===== src/rtl/usr_pkg.sv =====
// Shared types for the command-driven universal shift register.
package usr_pkg;

   // Operation codes carried on Cmd_Mode_In.
   typedef enum logic [2:0] {
      MODE_HOLD  = 3'd0,
      MODE_LOAD  = 3'd1,
      MODE_SHR   = 3'd2,
      MODE_SHL   = 3'd3,
      MODE_ASR   = 3'd4,
      MODE_ROR   = 3'd5,
      MODE_ROL   = 3'd6,
      MODE_CLEAR = 3'd7
   } usr_mode_e;

   // Control states: IDLE accepts commands, RUN executes shift steps.
   typedef enum logic {
      ST_IDLE = 1'b0,
      ST_RUN  = 1'b1
   } usr_state_e;

endpackage


===== src/rtl/usr_param_cmd.sv =====
// Command-driven universal shift register, WIDTH bits wide.
// Single-cycle commands (HOLD/LOAD/CLEAR) complete on the accept edge;
// shift commands run one step per clock for Cmd_Count_In clocks.
// Optional feature macro: USR_ROTATE_EN (enables ROR/ROL; otherwise they act as HOLD).
module usr_param_cmd
   import usr_pkg::*;
#(
   parameter int WIDTH = 8
) (
   input  logic                         Clk_In,
   input  logic                         Reset_N_In,
   input  logic                         Cmd_Valid_In,
   output logic                         Cmd_Ready_Out,
   input  logic [2:0]                   Cmd_Mode_In,
   input  logic [$clog2(WIDTH+1)-1:0]   Cmd_Count_In,
   input  logic                         Serial_Data_Left_In,
   input  logic                         Serial_Data_Right_In,
   input  logic [WIDTH-1:0]             Parallel_Data_In,
   output logic [WIDTH-1:0]             Parallel_Data_Out,
   output logic                         Serial_Data_Right_Out,
   output logic                         Serial_Data_Left_Out,
   output logic                         Busy_Out,
   output logic                         Done_Out
);

   localparam int CNT_W = $clog2(WIDTH+1);
   localparam logic [CNT_W-1:0] CNT_ONE = {{(CNT_W-1){1'b0}}, 1'b1};

   usr_state_e        state_q, state_d;
   usr_mode_e         mode_q, mode_d;
   logic [CNT_W-1:0]  rem_q, rem_d;
   logic [WIDTH-1:0]  reg_q, reg_d;
   logic              done_q, done_d;

   usr_mode_e         cmd_mode;
   logic              cmd_is_shift;
   logic [WIDTH-1:0]  step_val;

   assign cmd_mode = usr_mode_e'(Cmd_Mode_In);

   // Classify the incoming opcode as multi-step; rotates only count when built in.
   always_comb begin
      cmd_is_shift = 1'b0;
      case (cmd_mode)
         MODE_SHR, MODE_SHL, MODE_ASR: cmd_is_shift = 1'b1;
`ifdef USR_ROTATE_EN
         MODE_ROR, MODE_ROL:           cmd_is_shift = 1'b1;
`endif
         default:                      cmd_is_shift = 1'b0;
      endcase
   end

   // One shift step of the latched mode; serial inputs are sampled every step.
   always_comb begin
      step_val = reg_q;
      case (mode_q)
         MODE_SHR: step_val = {Serial_Data_Left_In, reg_q[WIDTH-1:1]};
         MODE_SHL: step_val = {reg_q[WIDTH-2:0], Serial_Data_Right_In};
         MODE_ASR: step_val = {reg_q[WIDTH-1], reg_q[WIDTH-1:1]};
`ifdef USR_ROTATE_EN
         MODE_ROR: step_val = {reg_q[0], reg_q[WIDTH-1:1]};
         MODE_ROL: step_val = {reg_q[WIDTH-2:0], reg_q[WIDTH-1]};
`endif
         default:  step_val = reg_q;
      endcase
   end

   // Next-state logic: command accept in IDLE, step/countdown in RUN.
   always_comb begin
      state_d = state_q;
      mode_d  = mode_q;
      rem_d   = rem_q;
      reg_d   = reg_q;
      done_d  = 1'b0;
      case (state_q)
         ST_IDLE: begin
            if (Cmd_Valid_In) begin
               if (cmd_is_shift) begin
                  if (Cmd_Count_In == '0) begin
                     done_d = 1'b1;
                  end else begin
                     mode_d  = cmd_mode;
                     rem_d   = Cmd_Count_In;
                     state_d = ST_RUN;
                  end
               end else begin
                  // HOLD, LOAD, CLEAR and (when disabled) rotates finish here.
                  done_d = 1'b1;
                  case (cmd_mode)
                     MODE_LOAD:  reg_d = Parallel_Data_In;
                     MODE_CLEAR: reg_d = '0;
                     default:    reg_d = reg_q;
                  endcase
               end
            end
         end
         ST_RUN: begin
            reg_d = step_val;
            rem_d = rem_q - CNT_ONE;
            if (rem_q == CNT_ONE) begin
               state_d = ST_IDLE;
               done_d  = 1'b1;
            end
         end
         default: state_d = ST_IDLE;
      endcase
   end

   // State registers with immediate asynchronous clear.
   always_ff @(posedge Clk_In or negedge Reset_N_In) begin
      if (!Reset_N_In) begin
         state_q <= ST_IDLE;
         mode_q  <= MODE_HOLD;
         rem_q   <= '0;
         reg_q   <= '0;
         done_q  <= 1'b0;
      end else begin
         state_q <= state_d;
         mode_q  <= mode_d;
         rem_q   <= rem_d;
         reg_q   <= reg_d;
         done_q  <= done_d;
      end
   end

   assign Cmd_Ready_Out         = (state_q == ST_IDLE);
   assign Busy_Out              = (state_q == ST_RUN);
   assign Done_Out              = done_q;
   assign Parallel_Data_Out     = reg_q;
   assign Serial_Data_Right_Out = reg_q[0];
   assign Serial_Data_Left_Out  = reg_q[WIDTH-1];

endmodule


===== config.mk =====
export PLATFORM = sky130hd
export DESIGN_NAME = usr_param_cmd
export DESIGN_NICKNAME = d
export VERILOG_FILES = /design/src/rtl/usr_pkg.sv /design/src/rtl/usr_param_cmd.sv
export SDC_FILE = /design/constraint.sdc
export NUM_CORES = 1
export LEC_CHECK = 0
export BUFFER_PORTS_ARGS = -buffer_cell sky130_fd_sc_hd__buf_2
export CORE_MARGIN = 10
export CORE_UTILIZATION = 30
export CTS_CLUSTER_DIAMETER = 50
export DETAILED_ROUTE_END_ITERATION = 10
export GPL_TIMING_DRIVEN = 1
export PLACE_DENSITY = 0.64
export SYNTH_ARGS = -nofsm -noshare
export SYNTH_HDL_FRONTEND = slang
export SYNTH_SLANG_ARGS = --single-unit
export TNS_END_PERCENT = 1

===== constraint.sdc =====
create_clock -name Clk_In -period 1.6 [get_ports Clk_In]
set_input_delay 0.32 -clock Clk_In [delete_from_list [all_inputs] [get_ports Clk_In]]
set_output_delay 0.32 -clock Clk_In [all_outputs]
set_load 0.02 [all_outputs]

# --- Word-level counts from Yosys, hierarchy flattened ---
# Index checks and enable logic that the tools add are counted.
op_classes:
  n_eq_ne: 17
  n_mux: 20
  reduce_logical: 6
  addsub: 1
  n_bitwise: 2
op_table:
  columns: ["cell", "count"]
  rows:
  - ["8-bit case mux with 2 select lines", 2]
  - ["8-bit case mux with 3 select lines", 1]
  - ["8-bit two-way mux", 2]
  - ["3-bit by 2-bit equality test with 1-bit output, second input constant", 4]
  - ["4-bit two-way mux", 3]
  - ["3-bit equality test, second input constant", 3]
  - ["1-bit two-way mux", 9]
  - ["2-bit inequality test, second input constant", 4]
  - ["4-bit case mux with 2 select lines", 1]
  - ["4-bit AND reduction", 2]
  - ["3-bit by 1-bit inequality test with 1-bit output, second input constant", 2]
  - ["5-bit AND reduction", 1]
  - ["4-bit by 1-bit equality test with 1-bit output, second input constant", 1]
  - ["4-bit logical NOT", 1]
  - ["4-bit by 1-bit inequality test with 1-bit output, second input constant", 1]
  - ["1-bit case mux with 2 select lines", 2]
  - ["4-bit by 1-bit subtractor with 4-bit output, second input constant", 1]
  - ["3-bit by 1-bit equality test with 1-bit output, second input constant", 1]
  - ["3-bit AND reduction", 1]
  - ["3-bit OR reduction", 1]
  - ["2-bit by 1-bit inequality test with 1-bit output, second input constant", 1]
  - ["1-bit inverter", 2]
word_totals:
  register_bits: 17
  input_bits: 20
  out_inout_bits: 13
  elab_cells: 52

# --- Longest topological paths before layout ---
depth:
  word_depth: 6
  mapped_depth: 5
  mapped_depth_nobuf: 4

# --- Worst setup path after synthesis ---
# OpenSTA, ideal clock, no wires.
synth_timing:
  kind: "register to register"
  start: "register state_q, in the netlist Busy_Out"
  end: "register reg_q[0], in the netlist Parallel_Data_Out[0]"
  setup_time_ps: 125
  required_ps: 1475
  n_path_buf: 1
  t_arrival_ps: 1492
  stages_incl_launch_ff: 6
  synth_period_minus_slack_ps: 1617
  slack_ps: -17
  path_cell_list: "dfrtp_1 buf_2 inv_2 nand4_1 nand2_1 mux2_2"
synth_between:
  elab_chain_len: 3
  word_cells_on_any_way: 7
  classes_between: "4 x eq/ne; 1 x mux; 1 x bitwise; 1 x reduce/logical"
synth_lines:
  columns: ["item", "line", "source"]
  rows:
  - ["start: declaration", "usr_param_cmd.sv:29", "usr_state_e state_q, state_d;"]
  - ["start signal: assignment", "usr_param_cmd.sv:118", "state_q <= state_d;"]
  - ["1-bit inverter (no line) (*)", null, null]
  - ["net Cmd_Ready_Out", "usr_param_cmd.sv:13", "output logic Cmd_Ready_Out,"]
  - ["3-bit by 1-bit inequality test with 1-bit output (no line) or 2-bit inequality test (tied branches)", null, null]
  - ["4-bit AND reduction (no line)", null, null]
  - ["end signal: assignment", "usr_param_cmd.sv:121", "reg_q <= reg_d;"]
  - ["end: declaration", "usr_param_cmd.sv:32", "logic [WIDTH-1:0] reg_q, reg_d;"]
# Mark *: on every way through the listed nets, which the timed path passes. The rest lies on a longest branch.
# A chain may end at the register's enable or synchronous reset.

# --- Worst setup path after layout ---
layout_timing:
  start: "register mode_q[2]"
  end: "register reg_q[5], in the netlist Parallel_Data_Out[5]"
layout_between:
  elab_chain_len: 3
  word_cells_on_any_way: 7
  classes_between: "4 x eq/ne; 2 x mux; 1 x reduce/logical"
layout_lines:
  columns: ["item", "line", "source"]
  rows:
  - ["start: declaration", "usr_param_cmd.sv:30", "usr_mode_e mode_q, mode_d;"]
  - ["start signal: assignment", "usr_param_cmd.sv:119", "mode_q <= mode_d;"]
  - ["3-bit equality test or 3-bit by 2-bit equality test with 1-bit output (tied branches)", "usr_param_cmd.sv:56", "case (mode_q)"]
  - ["8-bit case mux with 3 select lines or 4-bit by 1-bit inequality test with 1-bit output (tied branches)", null, null]
  - ["8-bit case mux with 2 select lines or 4-bit AND reduction (tied branches)", null, null]
# Several ways; a longest one is shown, not always the timed one.

==> impl_metrics.toml <==
[worst_hold_path]
hold_start = "Cmd_Mode_In[2]"
hold_depth = 2
hp-class = "in2reg"

[logic_synthesis]
synth-async-reset-ratio_pct = 100
syn_nets = 119
syn-cell-area_um2 = 1040
synth_seq_cells = 17
synth.top_cell.area_share_pct = 41.1
yosys_warnings = 0
synth-main-ff-cell = "dfrtp_1"
yosysMostFrequentCell = "dfrtp_1"
synth_edf_count = 0
syn-instance-count = 97
synthTopCellsByArea = "dfrtp_1 (41%), mux2_2 (6.5%), mux2i_1 (5.8%), o21ai_0 (4.8%), mux2_4 (4.3%)"
synth.avg_cell_area_um2 = 10.7
ys_top_cells_by_count = "dfrtp_1 (17), nand2_1 (11), o21ai_0 (10)"
seq_area_frac_synth_pct = 41.1
yosys.area.top_type = "dfrtp_1"
ys_types = 38

[floorplanning]
dieWidth_um = 78.8
pin_count = 33
die_h_um = 78.8
core_um2 = 3340
dieArea_um2 = 6200
start_util_pct = 31.0
num_rows = 21

[worst_setup_path]
worst-path-max-fanout = 5
crit_start = "mode_q[2]$_DFFE_PN0P_"
crit_required_ns = 1.79
cpMaxStageDelayCell = "dfrtp_1"
arrival_ns = 1.68
crit_type = "reg2reg"
start_kind = "flip-flop"
rr_worst_depth = 5
crit_chain = "nand3b_1 -> buf_4 -> mux2i_1 -> o21ai_0 -> mux2_2"
end_kind = "flip-flop"
cpPeakStageDelay_ns = 0.43
timing.rr.start = "mode_q[2]$_DFFE_PN0P_"

[global_routing]
grt_max_degree = 18
grt_pass1_vias = 913
grt_first_pass_wirelength_um = 4280
antenna_found_initial = 0
grt_usage_pct = 8.26
grt_overflow = 0

[clock_tree]
cts.sinks = 17
cts_tree = "done"
path_clk_slew_ns = 0.10
clk_latency_ns = 0.29
cts-buffers-inserted = 3
cts-root-buf = "clkbuf_4"
max-clock-path-buffers = 2
htreeDepth = 1

[sta]
worstMarginPinSlew_ns = 0.390
period_share_pct = 93.2
finalClockSkew_ns = 0.00394
slew-limit-headroom_pct = 74.0
final_hold_viol_count = 0
rsz0062_at_grt = "yes"
setup_viol = 0
maxSlewViolCount = 0
fmax_mhz = 671
period_needed_ns = 1.49

[detailed_routing]
vias_per_cell = 4.95
ant_nets = 0
vias = 900
route.detailed.drc = 0
routed_wl_um = 2610
dr.pass1.iters = 4
drt_iter0_markers = 51
wl_per_cell_um = 14.3

[final_layout]
regArea_um2 = 427
multiInputGateArea_um2 = 567
insertedDiodeCount = 0
fin_util_pct = 39.3
drive_gt1_share_pct = 44.1
n_fill_cell = 344
syn2layout_area_growth_pct = 26.6
nNetsFinal = 159

[power]
p_per_area_nw_per_um2 = 1920
p_comb_share_pct = 55.6
ir_worst_vdd_uv = 741
internal-power_uw = 1430
switching_share_pct = 43.3
p_seq_share_pct = 34.9
p_leak_uw = 0.000625
clkPwrFrac_pct = 9.5
p_total_uw = 2520
p_sw_uw = 1090

[place]
port_buffers = 32
gp_congestion = 0.776
hpwl_um = 2090

[outcome]
outcome = "complete, no violations"

[run]
drv_cap = 0
==> placed cells by master, fill, tap and decap left out, types with 2 or more instances in the layout <==
| cell | count |
|---|---|
| xnor2_1 | 3 |
| buf_4 | 7 |
| a21oi_1 | 5 |
| inv_1 | 2 |
| ha_1 | 2 |
| clkbuf_4 | 3 |
| buf_2 | 32 |
| dfrtp_1 | 16 |
| mux2i_1 | 6 |
| o21ai_0 | 10 |
| nand2_1 | 10 |
| mux2_2 | 6 |
| mux2_4 | 3 |
| a221oi_1 | 4 |
==> metrics by stage <==
step	cell area, µm²	setup slack, ns	hold slack [ns]	std cells	TNS, ns
5_1_grt	1310	-0.0102	0.282	182	-0.0102
4_1_cts	1300	0.0593	0.269	181	0
3_5_place_dp	1270	0.0202	0.267	176	0
2_1_floorplan	1040	0.0301	0.0244	97	0
6_report	1310	0.109	0.272	182	0
3_3_place_gp	1270	0.0483	0.262	176	0
==> repair_timing <==
item                                   4_1_cts  5_1_grt
setup buffers                                0        1
setup endpoints to repair                    0        2
resized for setup                            0        1
endpoints found under the hold margin       17        0
hold buffers                                 1        0
==> logic make-up after synthesis <==
family	after synthesis	share of synthesized area, %
AOI/OAI and AO/OA	28	18.8
xor gates and xnor gates	3	2.54
adders and majority gates	2	2.42
buffers and inverters	8	4.47
DFF	17	41.1
muxes	16	17.8
and+or+nand+nor	23	12.9
==> final cells by class <==
type / instances / area share (%)
Sequential cell: 17 / 32.5
Multi-Input combinational cell: 72 / 43.2
Inverter: 3 / 0.859
Tap cell: 46 / 4.39
Clock buffer: 4 / 2.00
Timing Repair Buffer: 40 / 17.0
==> flip-flops by register name, summed over array words and instances (netlist names) <==
register / count
mode_q: 3
Busy_Out: 1
Done_Out: 1
rem_q: 4
Parallel_Data_Out: 8
==> final timing paths <==
| kind | end | slack, ns |
|---|---|---|
| worst max-delay path | Parallel_Data_Out[5]$_DFFE_PN0P_ | 0.11 |
| worst min-delay path | mode_q[1]$_DFFE_PN0P_ | 0.27 |
| worst max register to register | Parallel_Data_Out[5]$_DFFE_PN0P_ | 0.11 |
| worst min register to register | rem_q[0]$_DFFE_PN0P_ | 0.54 |
| max in group asynchronous | Busy_Out$_DFF_PN0_ | 0.82 |
| min in group asynchronous | Parallel_Data_Out[0]$_DFFE_PN0P_ | 0.47 |
==> per-layer routing <==
metal	wire, µm	GRT usage, %	vias up
met5	0	0	-
met4	4	0.538	0
met3	269	4.62	2
met2	1150	13.0	40
met1	1190	10.1	424
li1	-	-	434
==> power groups by stage <==
stage | sequential [µW] | combinational, µW | clock (µW)
2_1_floorplan | 974 | 901 | 0
3_3_place_gp | 880 | 1380 | 0
3_5_place_dp | 893 | 1400 | 0
4_1_cts | 885 | 1410 | 249
5_1_grt | 924 | 1550 | 264
6_report | 880 | 1400 | 240
==> worst max-delay path, delay by kind of cell (launching register included) <==
family / cells / cell delay, ns
AOI/OAI and AO/OA: 1 / 0.09
DFF: 1 / 0.43
muxes: 2 / 0.40
and+or+nand+nor: 1 / 0.25
buffers and inverters: 1 / 0.21
Power figures use the tool's default switching activity.
